==> src/rtl/uberclock_pkg.sv <==
// Shared definitions for the uberclock sweep scheduler: datapath width
// defaults and the sweep state encoding.
package uberclock_pkg;

  localparam int PW_DEF = 19;  // NCO phase-increment width
  localparam int DW_DEF = 16;  // decimated sample width (signed)
  localparam int CW_DEF = 16;  // step / settle / dwell counter width
  localparam int AW_DEF = 34;  // accumulator width, >= DW + 1 + CW

  typedef enum logic [2:0] {
    ST_IDLE   = 3'd0,
    ST_SETTLE = 3'd1,
    ST_DWELL  = 3'd2,
    ST_POST   = 3'd3,
    ST_FINISH = 3'd4
  } sweep_state_e;

endpackage

==> src/rtl/sweep_absacc.sv <==
// |x|+|y| magnitude estimate feeding a clearable accumulator. acc_nxt is
// the value the accumulator would take with this cycle's sample added, so
// the controller can capture a point's final sum on its last strobe.
module sweep_absacc #(
  parameter int DW = 16,
  parameter int AW = 34
) (
  input  logic          sys_clk,
  input  logic          rst_n,
  input  logic          clr,
  input  logic          en,
  input  logic [DW-1:0] data_x,
  input  logic [DW-1:0] data_y,
  output logic [AW-1:0] acc,
  output logic [AW-1:0] acc_nxt
);

  localparam logic [DW:0] ONE = {{DW{1'b0}}, 1'b1};

  logic [DW:0]   x_ext;
  logic [DW:0]   y_ext;
  logic [DW:0]   abs_x;
  logic [DW:0]   abs_y;
  logic [DW+1:0] abs_sum;

  // Magnitudes are formed at DW+1 bits so |-2^(DW-1)| is exact.
  always_comb begin
    x_ext   = {data_x[DW-1], data_x};
    y_ext   = {data_y[DW-1], data_y};
    abs_x   = x_ext[DW] ? (~x_ext + ONE) : x_ext;
    abs_y   = y_ext[DW] ? (~y_ext + ONE) : y_ext;
    abs_sum = {1'b0, abs_x} + {1'b0, abs_y};
    acc_nxt = acc + {{(AW-DW-2){1'b0}}, abs_sum};
  end

  // Accumulator: clear has priority over accumulate.
  // NOTE: state registers use non-blocking assignments so every flop samples
  // pre-edge values regardless of block evaluation order.
  always_ff @(posedge sys_clk or negedge rst_n) begin
    if (!rst_n) begin
      acc <= '0;
    end else if (clr) begin
      acc <= '0;
    end else if (en) begin
      acc <= acc_nxt;
    end
  end

endmodule

==> src/rtl/sweep_ctrl.sv <==
// Frequency-sweep scheduler: steps the downconversion NCO increment through
// a programmed list, discards a settle window, accumulates |x|+|y| over a
// dwell window and hands each point's result to the CPU via a valid/ack slot.
module sweep_ctrl
  import uberclock_pkg::*;
#(
  parameter int PW = PW_DEF,
  parameter int DW = DW_DEF,
  parameter int CW = CW_DEF,
  parameter int AW = AW_DEF
) (
  input  logic          sys_clk,
  input  logic          rst_n,
  input  logic [PW-1:0] cfg_start_inc,
  input  logic [PW-1:0] cfg_step_inc,
  input  logic [CW-1:0] cfg_num_steps,
  input  logic [CW-1:0] cfg_settle,
  input  logic [CW-1:0] cfg_dwell,
  input  logic          start,
  input  logic          abort,
  input  logic          ce_down,
  input  logic [DW-1:0] data_x,
  input  logic [DW-1:0] data_y,
  output logic [PW-1:0] phase_inc_down,
  output logic          busy,
  output logic          done,
  output logic          res_valid,
  input  logic          res_ack,
  output logic [CW-1:0] res_index,
  output logic [PW-1:0] res_inc,
  output logic [AW-1:0] res_acc
);

  localparam logic [CW-1:0] ONE_CW = {{(CW-1){1'b0}}, 1'b1};

  sweep_state_e  state;
  logic [PW-1:0] step_q;
  logic [CW-1:0] steps_q;
  logic [CW-1:0] settle_q;
  logic [CW-1:0] dwell_q;
  logic [CW-1:0] index;
  logic [CW-1:0] cnt;

  logic          accept;
  logic          slot_free;
  logic          last_strobe;
  logic          complete_now;
  logic          last_point;
  logic          acc_clr;
  logic          acc_en;
  logic [AW-1:0] acc;
  logic [AW-1:0] acc_nxt;
  logic [AW-1:0] point_sum;
  sweep_state_e  point_entry;

  // Point-completion and accumulator control decoded from current state.
  always_comb begin
    accept       = (state == ST_IDLE) && start && !abort;
    slot_free    = !res_valid || res_ack;
    last_strobe  = (state == ST_DWELL) && ce_down && (cnt == dwell_q - ONE_CW);
    complete_now = (last_strobe || (state == ST_POST)) && slot_free && !abort;
    last_point   = (index == steps_q - ONE_CW);
    acc_en       = (state == ST_DWELL) && ce_down;
    acc_clr      = accept || (complete_now && !last_point);
    // In POST the sum is already complete in the register; on the final
    // dwell strobe it still needs this cycle's sample folded in.
    point_sum    = (state == ST_POST) ? acc : acc_nxt;
    point_entry  = (settle_q == '0) ? ST_DWELL : ST_SETTLE;
  end

  sweep_absacc #(
    .DW (DW),
    .AW (AW)
  ) u_absacc (
    .sys_clk (sys_clk),
    .rst_n   (rst_n),
    .clr     (acc_clr),
    .en      (acc_en),
    .data_x  (data_x),
    .data_y  (data_y),
    .acc     (acc),
    .acc_nxt (acc_nxt)
  );

  // Sweep FSM, config latch, counters and result slot.
  always_ff @(posedge sys_clk or negedge rst_n) begin
    if (!rst_n) begin
      state          <= ST_IDLE;
      step_q         <= '0;
      steps_q        <= '0;
      settle_q       <= '0;
      dwell_q        <= '0;
      index          <= '0;
      cnt            <= '0;
      phase_inc_down <= '0;
      busy           <= 1'b0;
      done           <= 1'b0;
      res_valid      <= 1'b0;
      res_index      <= '0;
      res_inc        <= '0;
      res_acc        <= '0;
    end else if (abort) begin
      state     <= ST_IDLE;
      busy      <= 1'b0;
      res_valid <= 1'b0;
    end else begin
      if (res_ack) begin
        res_valid <= 1'b0;
      end

      case (state)
        ST_IDLE: begin
          if (start) begin
            step_q         <= cfg_step_inc;
            steps_q        <= cfg_num_steps;
            settle_q       <= cfg_settle;
            dwell_q        <= (cfg_dwell == '0) ? ONE_CW : cfg_dwell;
            index          <= '0;
            cnt            <= '0;
            phase_inc_down <= cfg_start_inc;
            busy           <= 1'b1;
            done           <= 1'b0;
            if (cfg_num_steps == '0) begin
              state <= ST_FINISH;
            end else if (cfg_settle == '0) begin
              state <= ST_DWELL;
            end else begin
              state <= ST_SETTLE;
            end
          end
        end
        ST_SETTLE: begin
          if (ce_down) begin
            if (cnt == settle_q - ONE_CW) begin
              cnt   <= '0;
              state <= ST_DWELL;
            end else begin
              cnt <= cnt + ONE_CW;
            end
          end
        end
        ST_DWELL: begin
          if (ce_down) begin
            if (last_strobe) begin
              cnt <= '0;
              if (!slot_free) begin
                state <= ST_POST;
              end
            end else begin
              cnt <= cnt + ONE_CW;
            end
          end
        end
        ST_FINISH: begin
          done  <= 1'b1;
          busy  <= 1'b0;
          state <= ST_IDLE;
        end
        default: ;
      endcase

      // Result load and advance to the next point, from DWELL or POST.
      if (complete_now) begin
        res_valid <= 1'b1;
        res_index <= index;
        res_inc   <= phase_inc_down;
        res_acc   <= point_sum;
        if (last_point) begin
          state <= ST_FINISH;
        end else begin
          index          <= index + ONE_CW;
          phase_inc_down <= phase_inc_down + step_q;
          state          <= point_entry;
        end
      end
    end
  end

endmodule

==> config.mk <==
export PLATFORM = sky130hd
export DESIGN_NAME = sweep_ctrl
export DESIGN_NICKNAME = d
export VERILOG_FILES = /design/src/rtl/uberclock_pkg.sv /design/src/rtl/sweep_absacc.sv /design/src/rtl/sweep_ctrl.sv
export SDC_FILE = /design/constraint.sdc
export NUM_CORES = 1
export LEC_CHECK = 0
export CAP_MARGIN = 20
export CORE_MARGIN = 5
export CORE_UTILIZATION = 60
export CTS_CLUSTER_SIZE = 16
export DETAILED_ROUTE_END_ITERATION = 10
export GPL_ROUTABILITY_DRIVEN = 0
export PLACE_DENSITY = 0.88
export SLEW_MARGIN = 20
export SYNTH_ARGS = -nofsm -noshare
export SYNTH_HDL_FRONTEND = slang
export SYNTH_HIERARCHICAL = 1
export SYNTH_SLANG_ARGS = --single-unit
==> constraint.sdc <==
create_clock -name sys_clk -period 8.8 [get_ports sys_clk]
set_input_delay 0.88 -clock sys_clk [delete_from_list [all_inputs] [get_ports sys_clk]]
set_output_delay 0.88 -clock sys_clk [all_outputs]
set_load 0.02 [all_outputs]
==> out/qor.yml <==
run_status:
  status: "completed"
timing:
  fin_crit_sh: 0.629
  hold_viol_final: 0
  slew_viol_final: 0
  setup_tns_ns: 0
  clock.fmax_ghz: 0.181
  post-route-min-period_ns: 5.53
  rsz0062_at_grt: "false"
  worst_pin_slew_ns: 0.975
  fin_ws_ns: 3.27
  finalSetupViolCount: 0
  skew_ns: 0.0256
  whs_ns: 0.282
  slew_headroom: 0.350
clock_network:
  clock_sinks: 227
  cts-root-buf: "clkbuf_16"
  htree_num_levels: 1
  post_cts_buffers: 0
  cts_tree: "yes"
  clk_pin_slew_ns: 0.06
  ctsResizeCount: 0
  insertion_delay_ns: 0.55
  numCtsBuffers: 26
  clk_path_buf_depth: 3
  cts_hold_buffers: 0
synth:
  synth-async-reset-ratio: 1.00
  ys_warn_count: 6
  synth_cells: 1780
  ys_ff_latch: 227
  synth_seq_area_share: 0.374
  syn-cell-area_um2: 15200
  ys_types: 94
  synth_top_cell_by_area: "dfrtp_1"
  synth_top_cell_area_share: 0.374
  synthTopCellsByArea: "dfrtp_1, nand2_1, o21ai_0, xnor2_1, xor2_1"
  synth-main-ff-cell: "dfrtp_1"
  syn-mean-instance-area_um2: 8.53
  synth_edf_count: 0
layout:
  mostFrequentLayoutCell: "nand2_1"
  area_growth_pct: 21.1
  mostFrequentLayoutCells: "nand2_1, dfrtp_1, clkdlybuf4s50_1"
  final_net_count: 2122
  n_antenna_cell: 0
  drive_gt1_frac: 0.0573
floorplanning:
  start_util: 0.606
  io_pins: 215
  num_rows: 58
  die_x_um: 169
  dieArea_um2: 28600
  core_um2: 25000
  die_h_um: 169
power_and_ir_drop:
  switching_share: 0.434
  p_per_area_nw_per_um2: 322
  peakVddDrop_uv: 221
  p_switching_mw: 2.57
  combPwrFrac: 0.505
  clkPwrFrac: 0.193
  p_leak_nw: 8.37
  seq_power_share: 0.303
  report.power.total_mw: 5.92
  p_int_mw: 3.35
route:
  wl_per_cell_um: 19.1
  dr.pass1.iters: 5
  vias: 14080
  wl_um: 43700
  drtAntennaViolNets: 0
  viasPerCell: 6.16
  dr.first_iter.drc_count: 1348
  drc_errors: 0
setup_path:
  crit_arrival_ns: 5.98
  cp.required_ns: 9.25
  critPathLaunchType: "primary input"
  crit_type: "in2reg"
  worst-path-max-fanout: 24
  cp-end-kind: "flip-flop"
  reg2regPathDepth: 13
hold_path:
  hp-class: "in2async"
placement:
  place_ws_ns: 2.76
  io_buffers: 214
  hpwl_um: 31200
grt:
  overflow: 0
  grt_max_degree: 107
  grt_pass1_vias: 13912
  groute.usage.overall: 0.299
  antenna_found_initial: 0
  grt_pass1_wl_um: 71200
run:
  cap_violations: 0
cell usage after synthesis (all sizes together) (19+ instances only):
cell / n
a21o: 24
a21oi: 57
buf: 33
clkbuf: 70
dfrtp: 227
fa: 19
ha: 43
inv: 90
mux2i: 54
nand2: 377
nand3: 26
nand4: 22
nor2: 74
nor2b: 31
nor3: 39
nor4: 34
o21ai: 141
or3: 26
or4: 20
xnor2: 64
xor2: 63
worst max-delay path: stages:
cell	delay, ns
clkdlybuf4s50_1	0.48
or4_4	0.58
or3_4	0.36
or4_4	0.46
nor4b_1	0.47
fa_1	0.52
ha_1	0.42
nand4_1	0.16
nor2_1	0.28
o2bb2ai_1	0.24
a2111oi_4	0.10
buf_4	0.23
nor4b_1	0.38
xor2_1	0.18
mux2i_1	0.08
o21ai_0	0.16
power groups by stage:
| stage | sequential [mW] | combinational, mW | clock, mW |
|---|---|---|---|
| 6_report | 1.79 | 2.99 | 1.14 |
| 5_1_grt | 1.84 | 3.28 | 1.20 |
| 4_1_cts | 1.78 | 2.96 | 1.15 |
| 3_5_place_dp | 1.79 | 2.92 | 0 |
| 3_3_place_gp | 1.76 | 2.79 | 0 |
| 2_1_floorplan | 1.80 | 1.96 | 0 |
per-layer routing:
metal / GRT usage / vias up / routed length [um]
met5: 0 / - / 0
met4: 0.110 / 0 / 1640
met3: 0.0490 / 123 / 3280
met2: 0.495 / 669 / 21000
met1: 0.400 / 6745 / 17800
li1: - / 6543 / -
path summary, 6_finish.rpt:
check | start | to | slack (ns)
setup / recovery | data_x[4] | res_acc[31] | 3.27
hold / removal | rst_n | dwell_q[6] | 0.28
setup reg to reg | steps_q[2] | u_absacc/acc[9] | 3.79
hold reg to reg | res_index[0] | res_index[0] | 0.47
max in group asynchronous | rst_n | u_absacc/acc[1] | 7.38
min in group sys_clk | res_index[0] | res_index[0] | 0.47
cell type report:
class | instances | area [um2]
clock inverters | 15 | 194
fillers | 1810 | 6660
flip-flops and latches | 227 | 5680
multi-input cells | 1361 | 8750
clock buffers | 33 | 707
repair buffers | 230 | 2290
inverters | 90 | 338
well taps | 330 | 413
kinds of logic after synthesis:
group                    after synthesis  share of synthesized area
AND/OR/NAND/NOR                      722                      0.229
AO/OA/AOI/OAI                        382                      0.167
flip-flops                           227                      0.374
buffers and inverters                193                     0.0512
XOR/XNOR                             127                     0.0733
multiplexers                          65                     0.0438
adder cells (fa/ha/maj)               63                     0.0612
other                                  1                   0.000247
registers in the layout, indices dropped and copies added, names as in the netlist, 3 cells and up:
name / count
cnt: 16
dwell_q: 16
index: 16
phase_inc_down: 19
res_acc: 34
res_inc: 19
res_index: 16
settle_q: 16
state: 3
step_q: 19
steps_q: 16
u_absacc/acc: 34
stage by stage:
stage | utilization | instance area (um2) | cells
final | 0.734 | 18400 | 2286
after detailed placement | 0.697 | 17400 | 2237
after global routing | 0.734 | 18400 | 2286
after CTS | 0.733 | 18300 | 2285
after global placement | 0.697 | 17400 | 2237
after floorplan | - | 15200 | 1781
Power figures use the tool's default switching activity.
